### config.mk
export PLATFORM = sky130hd
export DESIGN_NAME = fetch_stage
export DESIGN_NICKNAME = d
export VERILOG_FILES = /design/src/rtl/fetch_stage.sv
export SDC_FILE = /design/constraint.sdc
export NUM_CORES = 1
export LEC_CHECK = 0
export ABC_AREA = 1
export BUFFER_PORTS_ARGS = -buffer_cell sky130_fd_sc_hd__buf_2
export CORE_MARGIN = 2
export CORE_UTILIZATION = 51
export DETAILED_ROUTE_END_ITERATION = 7
export GPL_ROUTABILITY_DRIVEN = 0
export GPL_TIMING_DRIVEN = 0
export HOLD_SLACK_MARGIN = 0.05
export PLACE_DENSITY = 0.82
export REMOVE_ABC_BUFFERS = 1
export SLEW_MARGIN = 20
export SYNTH_ARGS = -nofsm -noshare
export SYNTH_HDL_FRONTEND = slang
export SYNTH_SLANG_ARGS = --single-unit
### constraint.sdc
create_clock -name clk_i -period 1.7 [get_ports clk_i]
set_clock_uncertainty 0.15 [all_clocks]
set_input_delay 0.34 -clock clk_i [delete_from_list [all_inputs] [get_ports clk_i]]
set_output_delay 0.34 -clock clk_i [all_outputs]
set_load 0.05 [all_outputs]
### src/rtl/fetch_stage.sv
// Instruction fetch stage for a 16-bit Thumb pipeline.
// Owns the fetch PC, drives a synchronous instruction memory with one cycle of
// read latency, holds the current instruction while the controller stalls, and
// inserts a single bubble on every branch redirect.
// Optional build macro: FETCH_STALL_COUNTER_EN adds a saturating stall counter
// on stall_count_o.
module fetch_stage #(
    parameter int unsigned          PC_WIDTH = 32,
    parameter logic [PC_WIDTH-1:0]  RESET_PC = '0
) (
    input  logic                clk_i,
    input  logic                reset_i,
    input  logic                stall_i,
    input  logic                branch_taken_i,
    input  logic [PC_WIDTH-1:0] branch_target_i,
    output logic [PC_WIDTH-1:0] imem_addr_o,
    input  logic [15:0]         imem_data_i,
    output logic [15:0]         instruction_o,
    output logic [PC_WIDTH-1:0] pc_o,
    output logic                instr_valid_o,
    output logic                prefix_32_o
`ifdef FETCH_STALL_COUNTER_EN
    ,
    output logic [31:0]         stall_count_o
`endif
);

    // Halfword-aligned reset address; bit 0 of the parameter is ignored.
    localparam logic [PC_WIDTH-1:0] RESET_ADDR = RESET_PC & ~PC_WIDTH'(1);
    // Thumb NOP: presented whenever there is no real instruction.
    localparam logic [15:0]         NOP_INSTR  = 16'hBF00;

    logic [PC_WIDTH-1:0] fetch_pc_q;
    logic [PC_WIDTH-1:0] resp_pc_q;
    logic                resp_valid_q;
    logic                hold_valid_q;
    logic [15:0]         hold_instr_q;
    logic [PC_WIDTH-1:0] target_aligned;

    assign target_aligned = branch_target_i & ~PC_WIDTH'(1);

    // Fetch/response state: reset, then redirect, then stall, then advance.
    always_ff @(posedge clk_i) begin
        if (reset_i) begin
            fetch_pc_q   <= RESET_ADDR;
            resp_pc_q    <= RESET_ADDR;
            resp_valid_q <= 1'b0;
            hold_valid_q <= 1'b0;
            hold_instr_q <= '0;
        end else if (branch_taken_i) begin
            // Redirect wins over a stall; any held instruction is stale.
            fetch_pc_q   <= target_aligned;
            resp_valid_q <= 1'b0;
            hold_valid_q <= 1'b0;
        end else if (stall_i) begin
            // Capture the live response once; the memory keeps returning
            // fetch_pc_q's data, which is what the release cycle needs next.
            if (!hold_valid_q && resp_valid_q) begin
                hold_instr_q <= imem_data_i;
                hold_valid_q <= 1'b1;
            end
        end else begin
            resp_pc_q    <= fetch_pc_q;
            resp_valid_q <= 1'b1;
            hold_valid_q <= 1'b0;
            fetch_pc_q   <= fetch_pc_q + PC_WIDTH'(2);
        end
    end

    assign imem_addr_o   = fetch_pc_q;
    assign pc_o          = resp_pc_q;
    assign instr_valid_o = resp_valid_q;

    // Instruction mux and 32-bit prefix detect (opcodes 11101, 11110, 11111).
    always_comb begin
        instruction_o = imem_data_i;
        if (!resp_valid_q) begin
            instruction_o = NOP_INSTR;
        end else if (hold_valid_q) begin
            instruction_o = hold_instr_q;
        end
        prefix_32_o = resp_valid_q
                    && (instruction_o[15:13] == 3'b111)
                    && (instruction_o[12:11] != 2'b00);
    end

`ifdef FETCH_STALL_COUNTER_EN
    logic [31:0] stall_count_q;

    // Count genuine stall cycles (not overridden by reset or redirect), saturating.
    always_ff @(posedge clk_i) begin
        if (reset_i) begin
            stall_count_q <= '0;
        end else if (stall_i && !branch_taken_i && (stall_count_q != 32'hFFFF_FFFF)) begin
            stall_count_q <= stall_count_q + 32'd1;
        end
    end

    assign stall_count_o = stall_count_q;
`else
    // No stall counter in this build.
`endif

endmodule

Word-level counts from Yosys, hierarchy flattened
Index checks and enable logic that the tools add are counted.
- bits in registers: 82
- input port bits: 52
- word-level logic and storage cells: 24
- add/sub/neg operators: 1
- equality and inequality tests: 2
- multiplexer cells: 4
- bitwise gates (word level): 2
- reduce and logical (&&, ||, !) cells: 9
- operator list (kind ; count):
    32-bit two-way mux ; 2
    32-bit by 2-bit adder with 32-bit output (second input constant) ; 1
    16-bit two-way mux ; 2
    3-bit equality test (second input constant) ; 1
    1-bit logical AND ; 3
    3-bit AND reduction ; 1
    3-bit OR reduction ; 1
    2-bit by 1-bit inequality test with 1-bit output (second input constant) ; 1
    1-bit inverter ; 2
    2-bit AND reduction ; 1
    2-bit nonzero test ; 1
    2-bit OR reduction ; 1
    1-bit zero test ; 1

Logic depth before layout (Yosys ltp)
- word-level depth: 5
- mapped depth: 10
- depth with buffers taken out: 10

Worst setup path before layout
No wires, ideal clock.
- kind: register to output
- start: register resp_valid_q (netlist: instr_valid_o)
- end: output port prefix_32_o
- data arrival time: 2.399 ns
- path slack: -1.189 ns
- stages on the path, launching flop included: 5
- buffers on the path: 1
- cells stage by stage: dfxtp_1 > buf_2 > o21ai_0 > a21oi_1 > o2111a_1
- word-level cells in the longest chain between the ends: 4
- elaborated cells on any way between the ends: 5
- classes of those cells: 1 x eq/ne; 1 x mux; 3 x reduce/logical
- ends and longest elaborated chain (element ; RTL line ; text):
    from (decl) ; 35 ; logic resp_valid_q;
    from (signal assigned) ; 47 ; resp_valid_q <= 1'b0;
    from (signal assigned) ; 53 ; resp_valid_q <= 1'b0;
    from (signal assigned) ; 64 ; resp_valid_q <= 1'b1;
    16-bit two-way mux ; 77 ; if (!resp_valid_q) begin
    named net instruction_o[14] ; 18 ; output logic [15:0] instruction_o,
    3-bit equality test ; 83 ; && (instruction_o[15:13] == 3'b111)
    1-bit logical AND ; 83 ;
    1-bit logical AND ; 84 ; && (instruction_o[12:11] != 2'b00);
    to (decl) ; 21 ; output logic prefix_32_o
The timed path passes the listed nets, and every way through them passes these cells.

Worst setup path after layout
- start: register hold_valid_q
- end: output port prefix_32_o
- word-level cells in the longest chain between the ends: 5
- elaborated cells on any way between the ends: 6
- classes of those cells: 1 x eq/ne; 2 x mux; 3 x reduce/logical
- ends and longest elaborated chain (element ; RTL line ; text):
    from (decl) ; 36 ; logic hold_valid_q;
    from (signal assigned) ; 48 ; hold_valid_q <= 1'b0;
    from (signal assigned) ; 54 ; hold_valid_q <= 1'b0;
    from (signal assigned) ; 60 ; hold_valid_q <= 1'b1;
    16-bit two-way mux (*) ; 79 ; end else if (hold_valid_q) begin
    16-bit two-way mux (*) ; 77 ;
    3-bit equality test ; 83 ;
    1-bit logical AND ; 83 ;
    1-bit logical AND (*) ; 84 ;
Every way passes the cells marked *; elsewhere a longest branch is shown, timed or not.

==> impl_metrics.json <==
{
  "status": "complete, but fails checks",
  "violations": "negative setup slack",
  "synthFlopType": "dfxtp_1",
  "antennaDiodeCount": 0,
  "intPower_w": 0.00312,
  "timing.fmax_ghz": 0.481,
  "wire_per_inst_um": 15.2,
  "synth_top_family_by_area": "simple AND/OR/NAND/NOR gates",
  "finalPower_w": 0.00458,
  "grt_pass1_vias": 4371,
  "path_cells": "clkinvlp_4 -> o211ai_1 -> o2111a_1 -> buf_6",
  "seq_power_share_pct": 44.8,
  "critPathArrivalTime_ns": 1.59,
  "crit_path_end_kind": "output port",
  "p_clk_share_pct": 35.0,
  "hold_class": "in -> reg",
  "synth_area_um2": 4260,
  "rsz0062_at_grt": "yes",
  "worstPathMaxFanout": 7,
  "setup_viol": 17,
  "vias_per_cell": 5.52,
  "grt.total_usage_pct": 27.1,
  "netlist_top_cells_count": "nand2_1 (130), inv_1 (92), nor2_1 (82)",
  "ys_warn_count": 0,
  "clk_latency_ns": 0.36,
  "pwr-share-comb_pct": 20.2,
  "portBuffers": 130,
  "cts_htree_levels": 3,
  "cts_tree": "yes",
  "synth-simple-area-share_pct": 30.9,
  "switching_share_pct": 31.9,
  "fillers": 690,
  "power_leakage_nw": 2.60,
  "yosysMostFrequentCell": "nand2_1",
  "wl_um": 13400,
  "numCtsBuffers": 9,
  "critical_path.max_stage_delay_ns": 0.40,
  "hold_buffers": 0,
  "grt_pass1_wl_um": 19700,
  "die_w_um": 95.3,
  "io-pin-count": 134,
  "critical_path_class": "reg -> out",
  "slew-limit-headroom_pct": 58.1,
  "critPathRequiredTime_ns": 1.21,
  "cts_max_path_buffers": 2,
  "area_growth_pct": 30.5,
  "ys_seq_area_share_pct": 37.6,
  "final-seq-area_um2": 1630,
  "r2r-start": "imem_addr_o[6]",
  "ant_nets": 0,
  "hold_path_depth": 3,
  "drv_cap": 0,
  "avgSynthCellArea_um2": 6.61,
  "setup_tns_ns": -4.20,
  "synth_compound_area_share_pct": 18.3,
  "num_rows": 33,
  "clkTransAtPathRegs_ns": 0.09,
  "start_util_pct": 52.3,
  "coreArea_um2": 8130,
  "synth_mux_area_share_pct": 0,
  "rr_worst_depth": 9,
  "root_buffer": "clkbuf_8",
  "clock_sinks": 80,
  "synthTopCellsByArea": "dfxtp_1 (38%), nand2_1 (11%), inv_1 (8.1%)",
  "synth_top_area_share_pct": 37.6,
  "min_to": "imem_addr_o[4]",
  "r2r-end": "imem_addr_o[24]",
  "fp.dieH_um": 95.3,
  "die_area_um2": 9090,
  "ff2ff_setup_slack_ns": 0.09,
  "drt_first_pass_iters": 5,
  "dp_hpwl_um": 8090,
  "slowest_stage": "dfxtp_4",
  "ys_ff_latch": 80,
  "dr_total_vias": 4872,
  "syn-instance-count": 644,
  "worst_pin_slew_ns": 0.628,
  "synth-edff-count": 0,
  "yosysTopAreaCell": "dfxtp_1",
  "post-route-min-period_ns": 2.08,
  "fin_crit_sh_pct": 122,
  "synth.distinct_cells": 36,
  "setup_slack_ns": -0.380,
  "irDropWorstVdd_mv": 0.446,
  "synthAdderAreaFrac_pct": 0.294,
  "hold_viol": 0,
  "route.detailed.drc": 0,
  "multi_input_area_um2": 2270,
  "startpoint_type": "flop",
  "grt_overflow_total": 0,
  "drt_iter0_markers": 266,
  "fin_nets": 826,
  "switching_power_w": 0.00146,
  "antenna_found_initial": 0,
  "p_per_area_nw_per_um2": 824,
  "grt_max_degree": 55,
  "synthArstFlopShare_pct": 0,
  "drive_above_1_share_pct": 29.3,
  "maxSlewViolCount": 0,
  "synth-xor-area-share_pct": 0,
  "hold_path.startpoint": "branch_target_i[4]"
}
==> layer usage <==
metal,up-vias,GRT usage (%),share of wire [%]
li1,2341,-,-
met1,2273,33.2,42
met2,232,46.3,48
met3,26,6.09,8.3
met4,0,10.5,2.2
met5,-,0,0
==> kinds of logic after synthesis <==
kind of cell             count (synthesis)
AO/OA/AOI/OAI                          138
adder cells (fa/ha/maj)                  1
other                                    1
AND/OR/NAND/NOR                        293
buffers and inverters                  131
flip-flops                              80
==> area by class of cell <==
class | instances | area share (%)
multi-input combinational | 437 | 40.8
sequential | 80 | 29.4
timing repair buffer | 148 | 16.6
inverter | 97 | 6.89
clock buffer | 12 | 2.79
tap | 105 | 2.36
clock inverter | 3 | 1.17
==> sequential cells by signal (all words and copies together), names as in the netlist <==
signal	count
pc_o	31
instr_valid_o	1
hold_instr_q	16
hold_valid_q	1
imem_addr_o	31
==> critical path, delay by kind of cell, from the launching register on <==
| kind | cells | cell delay, ns |
|---|---|---|
| compound gates | 2 | 0.52 |
| buf+inv | 2 | 0.31 |
| flops | 1 | 0.40 |
==> how the worst max path moves through the flow <==
stage | endpoint | startpoint | depth (start not counted)
after floorplan | prefix_32_o | instr_valid_o | 3
after global placement | imem_addr_o[17] | branch_taken_i | 8
after detailed placement | imem_addr_o[29] | branch_taken_i | 9
after CTS | prefix_32_o | hold_valid_q | 4
after global routing | prefix_32_o | hold_valid_q | 4
final | prefix_32_o | hold_valid_q | 4
==> through the flow <==
| step | util [%] | setup WS [ns] | hold WS (ns) | cells | cell area [µm²] |
|---|---|---|---|---|---|
| 2_1_floorplan | - | -1.30 | 0.259 | 611 | 4080 |
| 3_3_place_gp | 59.8 | -1.62 | 0.284 | 846 | 4860 |
| 3_5_place_dp | 60.0 | -1.08 | 0.297 | 847 | 4880 |
| 4_1_cts | 64.9 | -0.297 | 0.0938 | 871 | 5280 |
| 5_1_grt | 68.3 | -0.448 | 0.109 | 882 | 5560 |
| 6_report | 68.3 | -0.380 | 0.0963 | 882 | 5560 |
==> power groups by stage <==
stage / Sequential (W) / Clock (W) / Combinational [W]
after global routing: 0.00206 / 0.00168 / 0.000992
after global placement: 0.00209 / 0 / 0.000825
final: 0.00205 / 0.00160 / 0.000924
after floorplan: 0.00235 / 0 / 0.000313
after detailed placement: 0.00210 / 0 / 0.000845
after CTS: 0.00205 / 0.00161 / 0.000882
==> cells in the final DEF (no fill, tap or decap), types with 2 or more instances in the layout <==
master,instances
a211oi_1,8
a21oi_1,34
a21oi_2,7
a22o_1,6
a31oi_1,3
buf_2,113
buf_4,16
buf_6,14
buf_8,4
bufinv_16,2
clkbuf_8,11
conb_1,2
dfxtp_1,64
dfxtp_2,12
dfxtp_4,4
inv_1,90
inv_2,2
inv_4,2
nand2_1,129
nand2_2,3
nand2_4,2
nand3_1,39
nand3_2,5
nand3_4,4
nand3b_1,4
nand4_1,6
nor2_1,77
nor2_2,8
nor2_4,11
nor3_1,6
o211ai_1,10
o21ai_0,57
o21ai_1,8
==> what timing repair did <==
| action | in CTS | in global routing |
|---|---|---|
| resized for setup | 40 | 66 |
| setup buffers | 8 | 10 |
| setup endpoints to repair | 87 | 55 |
| pin swaps | 4 | 11 |
| cloned | 1 | 2 |
| endpoints found under the hold margin | 0 | 0 |
(Power assumes the default switching activity.)
